`config.mk`:
```
export PLATFORM = sky130hd
export DESIGN_NAME = lt24_pixel_sink_flat
export DESIGN_NICKNAME = d
export VERILOG_FILES = /design/src/rtl/lt24_bus_pkg.sv /design/src/rtl/lt24_pixel_sink_if.sv /design/src/rtl/lt24_word_strobe.sv /design/src/rtl/lt24_pixel_sink.sv /design/src/flat_wrapper.sv
export SDC_FILE = /design/constraint.sdc
export NUM_CORES = 1
export LEC_CHECK = 0
export ABC_CLOCK_PERIOD_IN_PS = 2550
export BUFFER_PORTS_ARGS = -buffer_cell sky130_fd_sc_hd__buf_4
export CORE_ASPECT_RATIO = 1.1
export CORE_MARGIN = 3
export CORE_UTILIZATION = 54
export CTS_CLUSTER_DIAMETER = 120
export DETAILED_ROUTE_END_ITERATION = 8
export GPL_TIMING_DRIVEN = 0
export HOLD_SLACK_MARGIN = 0.02
export PLACE_DENSITY_LB_ADDON = 0.12
export SYNTH_ARGS = -nofsm -noshare
export SYNTH_HDL_FRONTEND = slang
export SYNTH_SLANG_ARGS = --single-unit
```
`constraint.sdc`:
```
create_clock -name clock -period 2.55 [get_ports clock]
set_input_delay 0.1275 -clock clock [delete_from_list [all_inputs] [get_ports clock]]
set_output_delay 0.1275 -clock clock [all_outputs]
set_load 0.01 [all_outputs]
```
`src/rtl/lt24_bus_pkg.sv`:
```
// lt24_bus_pkg: shared constants, FSM state type and the bus-word table for
// the LT24 (ILI9341, 8080-style) pixel sink.
//   word_at() maps a word index 0..11 of a full pixel transfer onto the
//   {RS, data} pair that goes on the bus. Index 11 is the pixel itself, so a
//   streaming transfer is simply a transfer that starts at the last index.
package lt24_bus_pkg;

    localparam logic [7:0] CMD_COL_SET   = 8'h2A;
    localparam logic [7:0] CMD_PAGE_SET  = 8'h2B;
    localparam logic [7:0] CMD_MEM_WRITE = 8'h2C;

    localparam int LCD_WIDTH_DEF  = 240;
    localparam int LCD_HEIGHT_DEF = 320;

    localparam int                WIDX_W    = 4;
    localparam logic [WIDX_W-1:0] WIDX_LAST = 4'd11;

    typedef enum logic [1:0] {IDLE, SETUP, STROBE_LO, STROBE_HI} state_t;

    typedef struct packed {
        logic        rs;    // 0 = command, 1 = data
        logic [15:0] data;
    } bus_word_t;

    // w_end is the low byte of the column window end; the high byte is
    // always zero for the 8-bit column range, so it goes out as 0x00.
    function automatic bus_word_t word_at(input logic [WIDX_W-1:0] idx,
                                          input logic [7:0]        x,
                                          input logic [8:0]        y,
                                          input logic [15:0]       pix,
                                          input logic [7:0]        w_end,
                                          input logic [15:0]       h_end);
        bus_word_t w;
        w.rs   = 1'b1;
        w.data = 16'h0000;
        case (idx)
            4'd0:  begin w.rs = 1'b0; w.data = {8'h00, CMD_COL_SET};   end
            4'd1:  w.data = 16'h0000;               // x[15:8], zero-extended
            4'd2:  w.data = {8'h00, x};
            4'd3:  w.data = 16'h0000;               // column end [15:8]
            4'd4:  w.data = {8'h00, w_end};
            4'd5:  begin w.rs = 1'b0; w.data = {8'h00, CMD_PAGE_SET};  end
            4'd6:  w.data = {15'h0000, y[8]};
            4'd7:  w.data = {8'h00, y[7:0]};
            4'd8:  w.data = {8'h00, h_end[15:8]};
            4'd9:  w.data = {8'h00, h_end[7:0]};
            4'd10: begin w.rs = 1'b0; w.data = {8'h00, CMD_MEM_WRITE}; end
            default: w.data = pix;
        endcase
        return w;
    endfunction

endpackage

```
`src/rtl/lt24_pixel_sink_if.sv`:
```
// lt24_pixel_sink_if: pixel producer -> sink handshake.
//   xAddr/yAddr/pixelData qualified by pixelWrite; a pixel is taken on a
//   clock edge where pixelWrite && pixelReady.
//   master = producer (renderer), slave = lt24_pixel_sink.
interface lt24_pixel_sink_if;
    logic [7:0]  xAddr;
    logic [8:0]  yAddr;
    logic [15:0] pixelData;
    logic        pixelWrite;
    logic        pixelReady;

    modport master (output xAddr, yAddr, pixelData, pixelWrite, input pixelReady);
    modport slave  (input  xAddr, yAddr, pixelData, pixelWrite, output pixelReady);
endinterface

```
`src/rtl/lt24_word_strobe.sv`:
```
// lt24_word_strobe: puts one bus word on the LT24 pins with 8080 write timing.
//   clock, reset_n : clock, synchronous active-low reset
//   start          : load word and begin SETUP (from IDLE, or chained from the
//                    done cycle of the previous word)
//   word           : {rs, data} to drive
//   wr_n, rs, data : registered bus pins
//   done           : high in the last STROBE_HI cycle of the current word
// Sequence per word: SETUP (1) -> STROBE_LO (WR_LOW_CYCLES) -> STROBE_HI
// (WR_HIGH_CYCLES). rs/data change only when a word is loaded, so they are
// stable from SETUP through the end of STROBE_HI.
module lt24_word_strobe
    import lt24_bus_pkg::*;
#(
    parameter int WR_LOW_CYCLES  = 1,
    parameter int WR_HIGH_CYCLES = 1
) (
    input  logic        clock,
    input  logic        reset_n,
    input  logic        start,
    input  bus_word_t   word,
    output logic        wr_n,
    output logic        rs,
    output logic [15:0] data,
    output logic        done
);

    localparam int MAXC = (WR_LOW_CYCLES > WR_HIGH_CYCLES) ? WR_LOW_CYCLES : WR_HIGH_CYCLES;
    localparam int CW   = (MAXC > 1) ? $clog2(MAXC) : 1;

    state_t        state, state_nxt;
    logic [CW-1:0] cnt, cnt_nxt;

    always_ff @(posedge clock) begin
        if (!reset_n) begin
            state <= IDLE;
            cnt   <= '0;
            wr_n  <= 1'b1;
            rs    <= 1'b1;
            data  <= '0;
        end else begin
            state <= state_nxt;
            cnt   <= cnt_nxt;
            // registered from next state so the pin is glitch-free
            wr_n  <= (state_nxt != STROBE_LO);
            if (start) begin
                rs   <= word.rs;
                data <= word.data;
            end
        end
    end

    always_comb begin
        state_nxt = state;
        cnt_nxt   = cnt;
        done      = 1'b0;
        case (state)
            IDLE: begin
                if (start) state_nxt = SETUP;
            end
            SETUP: begin
                state_nxt = STROBE_LO;
                cnt_nxt   = CW'(WR_LOW_CYCLES - 1);
            end
            STROBE_LO: begin
                if (cnt == '0) begin
                    state_nxt = STROBE_HI;
                    cnt_nxt   = CW'(WR_HIGH_CYCLES - 1);
                end else begin
                    cnt_nxt = cnt - 1'b1;
                end
            end
            STROBE_HI: begin
                if (cnt == '0) begin
                    done      = 1'b1;
                    state_nxt = start ? SETUP : IDLE;
                end else begin
                    cnt_nxt = cnt - 1'b1;
                end
            end
            default: state_nxt = IDLE;
        endcase
    end

endmodule

```
`src/rtl/lt24_pixel_sink.sv`:
```
// lt24_pixel_sink: accepts pixels on a ready/write handshake and writes each
// one to an ILI9341 on the LT24 parallel bus.
//   clock, reset_n : clock, synchronous active-low reset
//   pix            : lt24_pixel_sink_if.slave (xAddr, yAddr, pixelData,
//                    pixelWrite in; pixelReady out)
//   LT24Wr_n/Rd_n/CS_n/RS/Data : LCD bus pins (Rd_n tied high)
// A full transfer is 12 words: column set, page set, memory write + pixel.
// Out-of-range pixels are dropped without touching the bus.
// Optional macro LT24_STREAM_SKIP_ADDR_EN: remember the address the
// controller will auto-increment to after each pixel; a pixel that lands
// there is sent as the single data word. Without the macro every in-range
// pixel takes the full transfer.
module lt24_pixel_sink
    import lt24_bus_pkg::*;
#(
    parameter int LCD_WIDTH      = LCD_WIDTH_DEF,
    parameter int LCD_HEIGHT     = LCD_HEIGHT_DEF,
    parameter int WR_LOW_CYCLES  = 1,
    parameter int WR_HIGH_CYCLES = 1
) (
    input  logic               clock,
    input  logic               reset_n,
    lt24_pixel_sink_if.slave   pix,
    output logic               LT24Wr_n,
    output logic               LT24Rd_n,
    output logic               LT24CS_n,
    output logic               LT24RS,
    output logic [15:0]        LT24Data
);

    localparam logic [15:0] W_END = 16'(LCD_WIDTH - 1);
    localparam logic [15:0] H_END = 16'(LCD_HEIGHT - 1);

    logic [7:0]        x_q;
    logic [8:0]        y_q;
    logic [15:0]       pix_q;
    logic [WIDX_W-1:0] idx, idx_inc, first_idx;
    logic              busy, busy_nxt, ready_q;
    logic              accept, in_range, go, stream, last, done, start;
    bus_word_t         first_w, next_w, word_sel;

    assign LT24Rd_n       = 1'b1;
    assign pix.pixelReady = ready_q;

    assign accept   = pix.pixelWrite && ready_q;
    assign in_range = ({24'd0, pix.xAddr} < 32'(LCD_WIDTH)) &&
                      ({23'd0, pix.yAddr} < 32'(LCD_HEIGHT));
    assign go       = accept && in_range;
    assign last     = (idx == WIDX_LAST);
    assign idx_inc  = idx + 1'b1;
    // next word is chained in the done cycle so there is no idle gap
    assign start    = go || (done && !last);
    assign busy_nxt = busy ? !(done && last) : go;

    // a streaming pixel starts straight at the pixel-data word
    assign first_idx = stream ? WIDX_LAST : '0;
    assign first_w   = word_at(first_idx, pix.xAddr, pix.yAddr, pix.pixelData, W_END[7:0], H_END);
    assign next_w    = word_at(idx_inc, x_q, y_q, pix_q, W_END[7:0], H_END);
    assign word_sel  = go ? first_w : next_w;

    always_ff @(posedge clock) begin
        if (!reset_n) begin
            busy     <= 1'b0;
            ready_q  <= 1'b0;
            idx      <= '0;
            x_q      <= '0;
            y_q      <= '0;
            pix_q    <= '0;
            LT24CS_n <= 1'b1;
        end else begin
            busy    <= busy_nxt;
            // registered so ready is low through reset and drops the cycle
            // after an accept
            ready_q <= !busy_nxt;
            if (go) begin
                x_q      <= pix.xAddr;
                y_q      <= pix.yAddr;
                pix_q    <= pix.pixelData;
                idx      <= first_idx;
                LT24CS_n <= 1'b0;
            end else if (done) begin
                if (last) LT24CS_n <= 1'b1;
                else      idx      <= idx_inc;
            end
        end
    end

`ifdef LT24_STREAM_SKIP_ADDR_EN
    logic       next_valid;
    logic [7:0] next_x;
    logic [8:0] next_y;

    always_ff @(posedge clock) begin
        if (!reset_n) begin
            next_valid <= 1'b0;
            next_x     <= '0;
            next_y     <= '0;
        end else if (accept && !in_range) begin
            next_valid <= 1'b0;
        end else if (done && last) begin
            next_valid <= 1'b1;
            // mirror the controller's auto-increment inside the full window
            if (x_q == W_END[7:0]) begin
                next_x <= '0;
                next_y <= (y_q == H_END[8:0]) ? '0 : y_q + 1'b1;
            end else begin
                next_x <= x_q + 1'b1;
                next_y <= y_q;
            end
        end
    end

    assign stream = next_valid && (pix.xAddr == next_x) && (pix.yAddr == next_y);
`else
    assign stream = 1'b0;
`endif

    lt24_word_strobe #(
        .WR_LOW_CYCLES (WR_LOW_CYCLES),
        .WR_HIGH_CYCLES(WR_HIGH_CYCLES)
    ) u_strobe (
        .clock  (clock),
        .reset_n(reset_n),
        .start  (start),
        .word   (word_sel),
        .wr_n   (LT24Wr_n),
        .rs     (LT24RS),
        .data   (LT24Data),
        .done   (done)
    );

endmodule

```
`src/flat_wrapper.sv`:
```
// flat-port wrapper written by rule: the top's interface ports become plain ports
module lt24_pixel_sink_flat import lt24_bus_pkg::*;
#(
    parameter int LCD_WIDTH      = LCD_WIDTH_DEF,
    parameter int LCD_HEIGHT     = LCD_HEIGHT_DEF,
    parameter int WR_LOW_CYCLES  = 1,
    parameter int WR_HIGH_CYCLES = 1
)
  (clock, reset_n, LT24Wr_n, LT24Rd_n, LT24CS_n, LT24RS, LT24Data, pix_xAddr, pix_yAddr, pix_pixelData, pix_pixelWrite, pix_pixelReady);
  lt24_pixel_sink_if pix_i ();
  input  logic clock;
  input  logic reset_n;
  output logic LT24Wr_n;
  output logic LT24Rd_n;
  output logic LT24CS_n;
  output logic LT24RS;
  output logic [15:0] LT24Data;
  input wire logic [$bits(pix_i.xAddr)-1:0] pix_xAddr;
  input wire logic [$bits(pix_i.yAddr)-1:0] pix_yAddr;
  input wire logic [$bits(pix_i.pixelData)-1:0] pix_pixelData;
  input wire logic [$bits(pix_i.pixelWrite)-1:0] pix_pixelWrite;
  output wire logic [$bits(pix_i.pixelReady)-1:0] pix_pixelReady;
  assign pix_i.xAddr = pix_xAddr;
  assign pix_i.yAddr = pix_yAddr;
  assign pix_i.pixelData = pix_pixelData;
  assign pix_i.pixelWrite = pix_pixelWrite;
  assign pix_pixelReady = pix_i.pixelReady;
  lt24_pixel_sink #(.LCD_WIDTH(LCD_WIDTH), .LCD_HEIGHT(LCD_HEIGHT), .WR_LOW_CYCLES(WR_LOW_CYCLES), .WR_HIGH_CYCLES(WR_HIGH_CYCLES)) u_core (.clock(clock), .reset_n(reset_n), .pix(pix_i), .LT24Wr_n(LT24Wr_n), .LT24Rd_n(LT24Rd_n), .LT24CS_n(LT24CS_n), .LT24RS(LT24RS), .LT24Data(LT24Data));
endmodule
```
* Yosys cells after proc, flatten, opt, wreduce, memory -nomap -nowiden *
Cells that the tools add are included.

word-level totals
  bits in registers = 61
  bits of input ports = 36
  word-level logic and storage cells = 69

cells by class
  $add $sub $neg = 2
  order comparisons = 2
  equal/unequal tests = 15
  muxes and demuxes = 16
  bitwise operators = 2
  reduce and logical (&&, ||, !) cells = 20

operators with widths
  operator             number
  $pmux 16 s10         1
  $mux 17              1
  $eq 4x3->1 const B   4
  $eq 4x4->1 const B   4
  $lt 9x9->1 const B   1
  $mux 1               9
  $eq 4x2->1 const B   2
  $lt 8x8->1 const B   1
  $pmux 2 s4           1
  $mux 2               3
  $reduce_bool 2->1    3
  $reduce_or 2->1      3
  $logic_and 1x1->1    5
  $add 4x1->4 const B  1
  $eq 2x2->1 const B   2
  $eq 4x1->1 const B   1
  $logic_not 4->1      1
  $reduce_and 2->1     2
  $logic_not 1->1      3
  $reduce_or 3->1      1
  $eq 2x1->1 const B   1
  $logic_not 2->1      1
  $ne 2x2->1 const B   1
  $not 1->1            2
  3 further kinds      3

* Longest topological paths before layout *
Gate-level depths: netlist of the first run.

  depth in word-level cells = 8
  depth in mapped cells = 8
  depth with buffers taken out = 7

* Cells and area by module *
A second synthesis of the first run with hierarchy kept.

unflattened totals
  cell total of the unflattened synthesis = 340
  area, all modules = 2909.0 µm²

modules (own cells, without submodules)
  module            instances  cells an instance  area each (µm²)  sequential area each (µm²)
  lt24_pixel_sink   1          271                2109.5           800.8
  lt24_word_strobe  1          69                 799.5            400.4

* Worst setup path after synthesis of the first run *
No wires, ideal clock.

  path kind = flip-flop to flip-flop
  from = reg u_core.idx[0]
  to = reg u_core.u_strobe.data[6]
  setup time = 0.101 ns
  arrival time = 1.890 ns
  data required time = 2.449 ns
  slack = 0.559 ns
  cell stages (with the launch flop) = 8
  buffers on the path = 0
  cell sequence = dfxtp_1 inv_1 ha_1 or2_2 a211o_1 o211ai_1 a221oi_1 o41ai_1

on the way
  cells in the longest elaborated chain, start to end = 5
  elaborated cells between the ends (all ways) = 19
  classes of those cells = 1 x add/sub; 11 x eq/ne; 2 x mux; 5 x reduce/logical

ends and longest elaborated chain
  element                                   line                    source
  start, declared                           lt24_pixel_sink.sv:37   logic [WIDX_W-1:0] idx, idx_inc, first_idx;
  start signal, assigned                    lt24_pixel_sink.sv:79   idx <= first_idx;
  start signal, assigned                    lt24_pixel_sink.sv:83   else idx <= idx_inc;
  $add 4x1->4 *                             lt24_pixel_sink.sv:50   assign idx_inc = idx + 1'b1;
  net u_core.idx_inc[0]                     lt24_pixel_sink.sv:37
  $eq 4x1->1 or $eq 4x2->1 (tied branches)  lt24_bus_pkg.sv:36      case (idx)
  $reduce_or 2->1 (no source line)          n/a
  $pmux 16 s10 *                            lt24_bus_pkg.sv:36
  $mux 17 *                                 lt24_pixel_sink.sv:59   assign word_sel = go ? first_w : next_w;
  end signal, assigned                      lt24_word_strobe.sv:47  data <= word.data;
  end, declared                             lt24_word_strobe.sv:23  output logic [15:0] data,

The timed path passes the listed nets; every way through them passes the cells marked *.
A chain may end at the register's enable or synchronous reset.

* Worst setup path after layout of the first run *
  from = reg u_core.idx[1]
  to = reg u_core.u_strobe.state[0]

on the way
  cells in the longest elaborated chain, start to end = 7
  elaborated cells between the ends (all ways) = 8
  classes of those cells = 1 x eq/ne; 4 x mux; 3 x reduce/logical

ends and longest elaborated chain
  element               line                    source
  $eq 4x4->1 *          lt24_pixel_sink.sv:49   assign last = (idx == WIDX_LAST);
  $logic_not 1->1 *     lt24_pixel_sink.sv:52   assign start = go || (done && !last);
  $logic_and 1x1->1 *   lt24_pixel_sink.sv:52
  $logic_or 1x1->1 *    lt24_pixel_sink.sv:52
  $mux 1                lt24_word_strobe.sv:75  state_nxt = start ? SETUP : IDLE;
  $mux 2                lt24_word_strobe.sv:73  if (cnt == '0) begin
  $pmux 2 s4 *          lt24_word_strobe.sv:56  case (state)
  end signal, assigned  lt24_word_strobe.sv:41  state <= state_nxt;
  end, declared         lt24_word_strobe.sv:30  state_t state, state_nxt;

Every way passes the cells marked *; elsewhere a longest branch is shown, timed or not.

==> impl_metrics.tcl, run 1 <==
set metrics [dict create \
    outcome "complete, no violations" \
    place_ws_ns 0.209 \
    required_ns 2.77 \
    cts_made_buffers 9 \
    hold_end "u_core.pix_q[15]$_SDFFE_PN0N_" \
    routed_wl_um 7830 \
    crit_chain "ha_1 -> buf_2 -> nand3b_1 -> nand2_1 -> buf_2 -> nand2_1 -> a211oi_1 -> nor3b_1" \
    r2r_start "u_core.idx[1]$_SDFFE_PP0P_" \
    fin_crit_ns 2.40 \
    min_path_type "primary input to flip-flop" \
    die_w_um 74.8 \
    overflow 0 \
    syn_inst 338 \
    numPortBuffers 55 \
    diodes 0 \
    dp_hpwl_um 5460 \
    antenna_found_initial 0 \
    worstSetupPathType "flip-flop to flip-flop" \
    rr_worst_depth 8 \
    grt_pass1_vias 2653 \
    die_h_um 81.7 \
    power.total_mw 2.26 \
    min_path_cells 3 \
    antenna_left 0 \
    worst_pin_slew_ns 0.553 \
    cp.arrival_ns 2.61 \
    ys_types 57 \
    root_buffer "clkbuf_8" \
    grt_start_max_net_pins 11 \
    dieArea_um2 6110 \
    synth_area_um2 2810 \
    power_density_nw_per_um2 641 \
    reg2reg_slack_ns 0.15 \
    critPathCaptureType "flip-flop" \
    max_freq_ghz 0.417 \
    yosysSeqAreaShare_pct 42.7 \
    drv_cap 0 \
    nets 447 \
    place.gp.congestion 0.979 \
    clockBufferDepth 2 \
    cp_top_family "simple AND/OR/NAND/NOR gates" \
    drtIter0Drc 315 \
    r2r-end "u_core.u_strobe.state[0]$_SDFF_PN0_" \
    vias 2794 \
    rows 26 \
    tns_ns 0 \
    irDropWorstVdd_mv 0.400 \
    hold_buffers 0 \
    cp.depth 8 \
    mappedNetlistNets 381 \
    min_from "pix_pixelData[15]" \
    place_inst 449 \
    avgSynthCellArea_um2 8.32 \
    ys.flop_type "dfxtp_1" \
    period_share_pct 93.9 \
    via_per_inst 6.01 \
    rsz0062_at_grt "false" \
    timing.hold.ws_ns 0.0459 \
    firstDrtPassIters 5 \
    pin_count 57 \
    drc 0 \
    finalSetupViolCount 0 \
    synth_seq_cells 60 \
    p_leak_nw 1.35 \
    cts.clk_slew.worst_paths_ns 0.07 \
    area_growth_pct 25.2 \
    hold_viol 0 \
    grt_usage_pct 28.2 \
    final_common_cell "nand2_1" \
    cpMaxStageDelayCell "dfxtp_1" \
    cts_tree "yes" \
    yosysWarnings 0 \
    postCtsSetupBuffers 0 \
    worst_slack_ns 0.155 \
    clk_latency_ns 0.34 \
    fin_cells 465 \
    drive_above_1_share_pct 20.0 \
    cp_num_buf_inv 2 \
    grt_pass1_wl_um 12900 \
    layout_common_cells "79 x nand2_1, 60 x dfxtp_1, 56 x buf_4" \
    start_kind "flip-flop" \
    clock-sinks 60 \
    max-slew-margin-rel_pct 63.1 \
    slowest_delay_ns 0.49 \
    wire_per_inst_um 16.8 \
    skew_ns 0.00843 \
    coreArea_um2 4850 \
    async_reset_ff_share_pct 0 \
    crit_path_max_fanout 10 \
    cts.htree.levels 3 \
    initial_utilization_pct 58.0 \
    slew_viol_final 0 \
    synth-edff-count 0 \
]
## timing repair
action / in CTS / in global routing
endpoints found under the hold margin: 0 / 0
resized for setup: 0 / 1
endpoints found under the setup margin: 0 / 7
## cell families (layout without fill, tap and decap cells)
group	Yosys count	in the layout	synth area share, %
AOI/OAI and AO/OA	101	101	26.0
xor gates and xnor gates	2	2	0.623
adders and majority gates	7	7	3.11
buffers and inverters	31	102	4.76
DFF	60	60	42.7
muxes	1	1	0.356
other	1	1	0.133
and+or+nand+nor	135	135	22.3
## synth_stat cells, drive strengths merged (5+ instances only)
cell | number | area share (%)
a21boi | 35 | 9.5
a21oi | 14 | 2.6
a221oi | 5 | 1.6
a22oi | 9 | 2.4
buf | 9 | 1.8
clkbuf | 15 | 2.0
dfxtp | 60 | 43
ha | 7 | 3.1
inv | 7 | 0.93
nand2 | 79 | 11
nand3 | 6 | 1.1
nand4 | 6 | 1.3
nor2 | 18 | 2.4
nor2b | 6 | 1.3
o21ai | 11 | 2.1
## tightest hold or removal path, delay by kind of cell
kind            cells  cell delay (ns)
buf+inv             1             0.11
simple gates        1             0.04
compound gates      1             0.06
## report_power, final
part	internal [mW]	switching [mW]
combinational	0.128	0.156
sequential	0.987	0.0365
clock	0.576	0.372
## layer usage
layer / part of all wire [%] / GRT usage, %
met1: 43 / 36.3
met4: 2.7 / 11.4
met2: 47 / 45.2
met5: 0 / 0
met3: 7.7 / 6.85
## stage by stage
step	util, %	area, um^2
2_1_floorplan	-	2810
6_report	72.6	3520
3_3_place_gp	68.0	3300
5_1_grt	72.6	3520
3_5_place_dp	68.0	3300
4_1_cts	72.5	3510
## final cells by class
| class | count | area [um^2] |
|---|---|---|
| clock inverter | 4 | 72.6 |
| clock buffer | 12 | 145 |
| buffer | 24 | 108 |
| inverter | 7 | 26.3 |
| fill | 392 | 1330 |
| sequential | 60 | 1200 |
| tap | 56 | 70.1 |
| multi-input combinational | 247 | 1490 |
| timing repair buffer | 55 | 413 |
## sequential cells by signal, summed over array words and instances (netlist names), 2 cells and up
name	count
u_core.pix_q	16
u_core.u_strobe.data	16
u_core.y_q	9
u_core.x_q	8
u_core.idx	4
u_core.u_strobe.state	2
## how the worst max path moves through the flow
stage                          startpoint                                     to  slack [ns]
2_1_floorplan  u_core.idx[0]$_SDFFE_PP0P_   u_core.u_strobe.data[6]$_SDFFE_PN0N_        0.56
6_report       u_core.idx[1]$_SDFFE_PP0P_    u_core.u_strobe.state[0]$_SDFF_PN0_        0.15
3_5_place_dp   u_core.idx[1]$_SDFFE_PP0P_  u_core.u_strobe.data[12]$_SDFFE_PN0N_        0.21
4_1_cts        u_core.idx[1]$_SDFFE_PP0P_  u_core.u_strobe.data[15]$_SDFFE_PN0N_        0.15
3_3_place_gp   u_core.idx[0]$_SDFFE_PP0P_  u_core.u_strobe.data[11]$_SDFFE_PN0N_        0.24
5_1_grt        u_core.idx[1]$_SDFFE_PP0P_    u_core.u_strobe.state[0]$_SDFF_PN0_        0.01
Power figures use the tool's default switching activity.
==> inputs of run 2 (changes only) <==
CELL_PAD_IN_SITES_DETAIL_PLACEMENT = 1   (was not set)
CELL_PAD_IN_SITES_GLOBAL_PLACEMENT = 2   (was not set)
CORE_UTILIZATION = 32   (was 54)
PLACE_DENSITY = 0.82   (was not set)
PLACE_DENSITY_LB_ADDON = not set   (was 0.12)
==> run 2 against run 1 <==
Final cell count grew 11%. Clock power shrank 21%. Power shrank 8.9%. Sequential cell count is the same. Highest routed layer unchanged.
==> impl_metrics.tcl, run 2 (synthesized netlist as in run 1, its figures left out) <==
set metrics [dict create \
    outcome "complete, no violations" \
    antenna_found_initial 0 \
    place.gp.congestion 0.889 \
    required_ns 2.77 \
    dieArea_um2 9950 \
    slew_viol_final 0 \
    drc 0 \
    reg2reg_slack_ns 0.24 \
    die_w_um 95.4 \
    crit_path_max_fanout 10 \
    die_h_um 104 \
    drtIter0Drc 102 \
    nets 447 \
    timing.hold.ws_ns 0.0455 \
    drv_cap 0 \
    grt_start_max_net_pins 11 \
    top_layer_used "met4" \
    rsz0062_at_grt "false" \
    hold_buffers 0 \
    skew_ns 0.00542 \
    coreArea_um2 8450 \
    placed_area_um2 3360 \
    wl_met2_um 4370 \
    min_path_cells 3 \
    diodes 0 \
    worst_pin_slew_ns 0.565 \
    crit_chain "ha_1 -> buf_2 -> nand3b_1 -> nand2_1 -> buf_2 -> nand2_1 -> a211oi_1 -> nor3b_1" \
    pin_count 57 \
    irDropWorstVdd_mv 0.239 \
    fin_crit_ns 2.31 \
    cpMaxStageDelayCell "dfxtp_2" \
    power.total_mw 2.06 \
    root_buffer "clkbuf_8" \
    cp.depth 8 \
    final_common_cell "nand2_1" \
    max-slew-margin-rel_pct 62.4 \
    clockBufferDepth 2 \
    fillers 1041 \
    wire_per_inst_um 17.0 \
    wirelength_met1_um 4020 \
    drive_above_1_share_pct 20.4 \
    cp_top_family "simple AND/OR/NAND/NOR gates" \
    critPathCaptureType "flip-flop" \
    p_leak_nw 1.32 \
    cts.htree.levels 3 \
    reg_top3 "u_core.pix_q: 16 flops, u_core.u_strobe.data: 16 flops, u_core.y_q: 9 flops" \
    max_freq_ghz 0.433 \
    clock-sinks 60 \
    endpoint "u_core.u_strobe.state[0]$_SDFF_PN0_" \
    r2r_start "u_core.idx[1]$_SDFFE_PP0P_" \
    wl_met3_um 259 \
    cts.clk_slew.worst_paths_ns 0.07 \
    antenna_left 0 \
    rr_worst_depth 8 \
    cts_tree "yes" \
    finalSetupViolCount 0 \
    fin_area_um2 3540 \
    postCtsSetupBuffers 0 \
    r2r-end "u_core.u_strobe.state[0]$_SDFF_PN0_" \
    routed_wl_um 8790 \
    numPortBuffers 55 \
    cp.arrival_ns 2.53 \
    firstDrtPassIters 4 \
    cp_num_buf_inv 2 \
    min_path_type "primary input to flip-flop" \
    tns_ns 0 \
    slowest_delay_ns 0.43 \
    start_kind "flip-flop" \
    grt_pass1_vias 2771 \
    power_density_nw_per_um2 581 \
    area_growth_pct 25.8 \
    cts.repair.resized 0 \
    layout_common_cells "79 x nand2_1, 58 x dfxtp_1, 56 x buf_4" \
    grt_usage_pct 18.7 \
    hold_viol 0 \
    overflow 0 \
    clk_latency_ns 0.34 \
    via_per_inst 5.17 \
    rows 35 \
    period_share_pct 90.6 \
    cts_made_buffers 9 \
    critical_path.startpoint "u_core.idx[1]$_SDFFE_PP0P_" \
    initial_utilization_pct 33.3 \
    grt_pass1_wl_um 14200 \
    vias 2675 \
    worstSetupPathType "flip-flop to flip-flop" \
    dp_hpwl_um 6800 \
]
## run 2: cell types whose count changed in the layout (fill, tap and decap cells not counted)
| cell | delta |
|---|---|
| dfxtp_1 | -2 |
| clkbuf_1 | -2 |
| dfxtp_2 | +2 |
| bufinv_16 | -2 |
| clkbuf_8 | +1 |
## run 2: through the flow
step | util, % | setup WS [ns] | cells
5_1_grt | 41.9 | 0.116 | 517
6_report | 41.9 | 0.239 | 517
4_1_cts | 41.7 | 0.114 | 517
3_3_place_gp | 39.8 | 0.176 | 504
2_1_floorplan | - | 0.559 | 338
3_5_place_dp | 39.8 | 0.131 | 504
## run 2: how the worst min path moves through the flow
stage                       from                       endpoint
4_1_cts         pix_pixelData[1]   u_core.pix_q[1]$_SDFFE_PN0N_
3_5_place_dp        pix_xAddr[3]     u_core.x_q[3]$_SDFFE_PN0N_
2_1_floorplan   pix_pixelData[0]   u_core.pix_q[0]$_SDFFE_PN0N_
3_3_place_gp   pix_pixelData[12]  u_core.pix_q[12]$_SDFFE_PN0N_
5_1_grt        pix_pixelData[14]  u_core.pix_q[14]$_SDFFE_PN0N_
6_report        pix_pixelData[1]   u_core.pix_q[1]$_SDFFE_PN0N_
## run 2: worst reg2reg max path, stage by stage (launching register included)
cell and delay [ns]:
dfxtp_2 0.43, ha_1 0.20, buf_2 0.22, nand3b_1 0.26
nand2_1 0.22, buf_2 0.27, nand2_1 0.22, a211oi_1 0.29
nor3b_1 0.08
## run 2: area by class of cell
type	count	area [um^2]	share of cell area (%)
plain buffers	24	108	3.04
inverters	7	26.3	0.743
flip-flops and latches	60	1200	34.0
clock inverters	2	12.5	0.354
multi-input cells	247	1490	42.0
well taps	111	139	3.93
repair buffers	55	413	11.7
clock buffers	11	151	4.28
## run 2: power breakdown
| group | switching (mW) | leakage (nW) | internal [mW] |
|---|---|---|---|
| sequential | 0.0353 | 0.488 | 0.988 |
| clock | 0.361 | 0.0831 | 0.387 |
| combinational | 0.156 | 0.752 | 0.128 |
## run 2: per-layer routing
layer	vias to the layer above	global-route usage, %
li1	1321	-
met1	1300	24.3
met2	44	31.3
met3	10	2.32
met4	0	6.71
met5	-	0
